==> config.mk <==
export PLATFORM = sky130hd
export DESIGN_NAME = prime_result_buffer
export DESIGN_NICKNAME = d
export VERILOG_FILES = /design/src/rtl/prime_result_buffer.sv
export SDC_FILE = /design/constraint.sdc
export NUM_CORES = 1
export LEC_CHECK = 0
export BUFFER_PORTS_ARGS = -buffer_cell sky130_fd_sc_hd__buf_2
export CELL_PAD_IN_SITES_DETAIL_PLACEMENT = 1
export CELL_PAD_IN_SITES_GLOBAL_PLACEMENT = 1
export CORE_MARGIN = 4
export CORE_UTILIZATION = 55
export DETAILED_ROUTE_END_ITERATION = 8
export PLACE_DENSITY = 0.94
export SLEW_MARGIN = 20
export SYNTH_ARGS = -nofsm -noshare
export SYNTH_HDL_FRONTEND = slang
export SYNTH_SLANG_ARGS = --single-unit
==> constraint.sdc <==
create_clock -name clk -period 10.2 [get_ports clk]
set_input_delay 1.02 -clock clk [delete_from_list [all_inputs] [get_ports clk]]
set_output_delay 1.02 -clock clk [all_outputs]
set_load 0.03 [all_outputs]
==> src/rtl/prime_result_buffer.sv <==
// rtl/prime_result_buffer.sv - show-ahead FIFO of distinct primes with running gap statistics
// Optional twin-prime counter enabled by defining PRIME_TWIN_COUNT_EN.
module prime_result_buffer #(
   parameter int WIDTH = 11,
   parameter int DEPTH = 16,
   localparam int AW = $clog2(DEPTH)
) (
   input  logic             clk,
   input  logic             rst,
   input  logic             in_valid,
   input  logic             prime_in,
   input  logic [WIDTH-1:0] num_in,
   input  logic             rd_en,
   output logic             rd_valid,
   output logic [WIDTH-1:0] rd_data,
   output logic [AW:0]      count,
   output logic             full,
   output logic             empty,
   output logic             overflow,
   output logic [WIDTH-1:0] last_prime,
   output logic [WIDTH-1:0] max_gap
`ifdef PRIME_TWIN_COUNT_EN
   ,output logic [WIDTH-1:0] twin_count
`endif
);

   localparam logic [AW:0] depth_c = (AW+1)'(DEPTH);
   localparam logic [AW:0] one_c   = (AW+1)'(1);
   localparam logic [AW-1:0] step_c = (AW)'(1);

   logic [WIDTH-1:0] mem [DEPTH];
   logic [AW-1:0]    wr_ptr;
   logic [AW-1:0]    rd_ptr;
   logic             seen_any;
   logic             cap;
   logic             pop;
   logic             push;
   logic [WIDTH-1:0] gap;

   assign empty    = (count == '0);
   assign full     = (count == depth_c);
   assign rd_valid = !empty;
   assign rd_data  = mem[rd_ptr];

   // A held prime is captured once: repeats of last_prime are filtered.
   assign cap  = in_valid & prime_in & (!seen_any | (num_in != last_prime));
   assign pop  = rd_en & rd_valid;
   assign push = cap & (!full | pop);
   assign gap  = num_in - last_prime;

   always_ff @(posedge clk) begin
      if (push) mem[wr_ptr] <= num_in;
   end

   always_ff @(posedge clk or posedge rst) begin
      if (rst) begin
         wr_ptr     <= '0;
         rd_ptr     <= '0;
         count      <= '0;
         overflow   <= 1'b0;
         last_prime <= '0;
         max_gap    <= '0;
         seen_any   <= 1'b0;
      end else begin
         if (push) wr_ptr <= wr_ptr + step_c;
         if (pop)  rd_ptr <= rd_ptr + step_c;
         case ({push, pop})
            2'b10:   count <= count + one_c;
            2'b01:   count <= count - one_c;
            default: count <= count;
         endcase
         if (cap && full && !pop) overflow <= 1'b1;
         // Statistics follow every capture, even one dropped for lack of space.
         if (cap) begin
            last_prime <= num_in;
            seen_any   <= 1'b1;
            if (seen_any && (num_in > last_prime) && (gap > max_gap)) max_gap <= gap;
         end
      end
   end

`ifdef PRIME_TWIN_COUNT_EN
   always_ff @(posedge clk or posedge rst) begin
      if (rst) begin
         twin_count <= '0;
      end else if (cap && seen_any && (gap == WIDTH'(2)) && (twin_count != '1)) begin
         twin_count <= twin_count + WIDTH'(1);
      end
   end
`endif

endmodule

==> results.toml <==
[clock_tree]
clk_pin_slew_ps = 60
post_cts_buffers = 0
cts_buffers = 22
ctsResizeCount = 0
htree_levels = 1
cts_buffer_depth = 3
cts_num_sinks = 213
cts_tree = "done"
root_buffer = "clkbuf_16"
cts_hold_buf = 0
clkLatencyLatePin_ps = 510

[route]
dr.first_iter.drc_count = 427
first_pass_iters = 4
wirelength_um = 22500
antenna_left = 0
vias_per_cell = 6.09
wl_per_cell_um = 27.2
drc_errors = 0
vias = 5040

[setup_path]
worst_setup_path_start_kind = "input pin"
crit_chain = "buf_2, inv_1, ha_1, fa_1, nor2b_1, o31ai_1, a22oi_1, xor2_1, ha_1, a21o_1, a21o_1, a21oi_1, o21ai_0, o311ai_1, buf_4, mux2_2"
cp-end-kind = "register"
path_class = "in2reg"
critical-path-max-stage-delay_ps = 410
crit_fanout = 18
cp_slowest_cell = "fa_1"
arrival_ps = 4540
crit_required_ps = 10580

[logic_synthesis]
ys_ff_latch = 213
yosys.area_share.simple_pct = 4.71
synth.mux.area_fraction_pct = 15.9
postSynthCellCount = 516
syn_nets = 564
yosys-top-cells-area = "edfxtp_1, mux4_2, dfrtp_1"
synth_area_mm2 = 0.00917
netlist.area_leader.share_pct = 57.6
seq_area_frac_synth_pct = 67.7
synth_xor_area_share_pct = 1.53
synth_compound_area_share_pct = 3.36
synth_top_area_cell = "edfxtp_1"
synth_adder_area_share_pct = 4.53
syn_area_per_cell_um2 = 17.8
synth_top_family_by_area = "multiplexers"
ys_warn_count = 0
yosysUniqueCellTypes = 51

[timing]
rsz0062_at_grt = "no"
finalHoldViolations = 0
slew_headroom_pct = 31.5
period_share_pct = 40.7
worstMarginPinSlew_ps = 1020
drv_slew = 0
setup_violations = 0
fin_worst_skew_ps = 16.5
max_freq_mhz = 241
finalSetupTns_ps = 0
finalWorstPathRequiredPeriod_ps = 4150

[floorplan]
core-area_mm2 = 0.0161
die_h_um = 137
fp.dieW_um = 137
io_pins = 58
rows = 46
die_area_mm2 = 0.0188
start_util_pct = 56.9

[global_routing]
grt_usage_pct = 25.4
grt_pass1_wl_um = 34700
grt_pass1_vias = 5601
grt_max_degree = 48
antenna_found_initial = 0
overflow = 0

[cells_and_area]
fin_cells = 827
drive_above_1_share_pct = 30.8
areaGrowthSynthToFinish_pct = 13.8
diodes = 0
final_cell_mix = "edfxtp_1, buf_2, mux4_2"
nNetsFinal = 643
final_common_cell = "edfxtp_1"

[place]
hpwlAfterDp_um = 14200
place.port_buffers = 57
gp_congestion = 0.871
dp.cells = 787

[pwr]
ir_worst_vdd_mv = 0.176
powerDensity_mw_per_mm2 = 280
p_leak_nw = 3.84

[status]
outcome = "complete, no violations"

[run]
drv_cap = 0

[min_path]
hold_class = "reg2reg"
path summary, 6_finish.rpt:
check | from | end | slack (ps) | cells after the start
max | num_in[0] | max_gap[8]$_DFFE_PP0P_ | 6050 | 16
min | overflow$_DFFE_PP0P_ | overflow$_DFFE_PP0P_ | 470 | 1
max reg2reg | last_prime[0]$_DFFE_PP0P_ | max_gap[8]$_DFFE_PP0P_ | 6570 | 14
min reg2reg | overflow$_DFFE_PP0P_ | overflow$_DFFE_PP0P_ | 470 | 1
max in group asynchronous | rst | rd_ptr[1]$_DFFE_PP0P_ | 9170 | 3
min in group asynchronous | rst | last_prime[3]$_DFFE_PP0P_ | 640 | 3
synthesized netlist by cell type, drive strengths merged:
library cell	number
a21oi	13
o311ai	1
nand2	24
mux2i	5
nor2	20
nor3b	1
clkbuf	7
or4	1
nand2b	6
dfrtp	37
mux2	13
a211oi	5
o31ai	1
nand3b	1
nand4	4
xnor2	11
or2	1
a31oi	1
buf	10
nand3	6
edfxtp	176
and3	1
o21a	2
a21boi	1
mux4	55
inv	36
ha	30
o21ai	18
fa	2
a21o	5
xor2	5
nor4	2
and2	1
a22oi	1
o41ai	1
nor2b	2
nor3	10
power breakdown:
part | leakage, nW | internal (W) | switching [W]
Combinational | 1.49 | 0.000443 | 0.000557
Sequential | 2.02 | 0.00104 | 0.000137
Clock | 0.327 | 0.000422 | 0.000324
cell type report:
type	instances	area (um2)
clock buffers	31	616
well taps	216	270
multi-input cells	250	2760
inverters	36	135
fillers	1440	5680
repair buffers	72	398
clock inverters	9	46.3
flip-flops and latches	213	6220
state kept, by name, summed over array words and instances, names as in the netlist:
signal      flops
mem           176
last_prime     11
max_gap        11
count           5
rd_ptr          4
wr_ptr          4
overflow        1
seen_any        1
per-layer routing:
layer | up-vias | GRT usage, % | part of all wire (%)
li1 | 2166 | - | -
met1 | 2632 | 33.5 | 38
met2 | 209 | 44.6 | 53
met3 | 33 | 4.19 | 6.9
met4 | 0 | 5.76 | 1.8
met5 | - | 0 | 0
kinds of logic (layout without fill, tap and decap cells):
kind of cell    Yosys count  after routing
buf+inv                  53            148
mux                      73             73
flops                   213            213
simple gates             80             80
fa+ha+maj                32             32
xor+xnor                 16             16
compound gates           49             49
through the flow:
step	hold WS [ps]	util (%)	worst slack (ps)	area [um2]	power, W
finish	474	64.8	6050	10400	0.00292
detailed placement	462	60.6	5590	9770	0.00218
global placement	435	60.6	5800	9770	0.00211
floorplan	517	-	6300	9170	0.00190
global route	505	64.8	5770	10400	0.00307
CTS	477	64.7	6090	10400	0.00295
critical path: cells and delay by family:
kind,cells,cell delay (ps)
AOI/OAI and AO/OA,7,1140
adders and majority gates,3,930
and+or+nand+nor,1,170
muxes,1,360
buffers and inverters,3,640
xor gates and xnor gates,1,250
(Power assumes the default switching activity.)
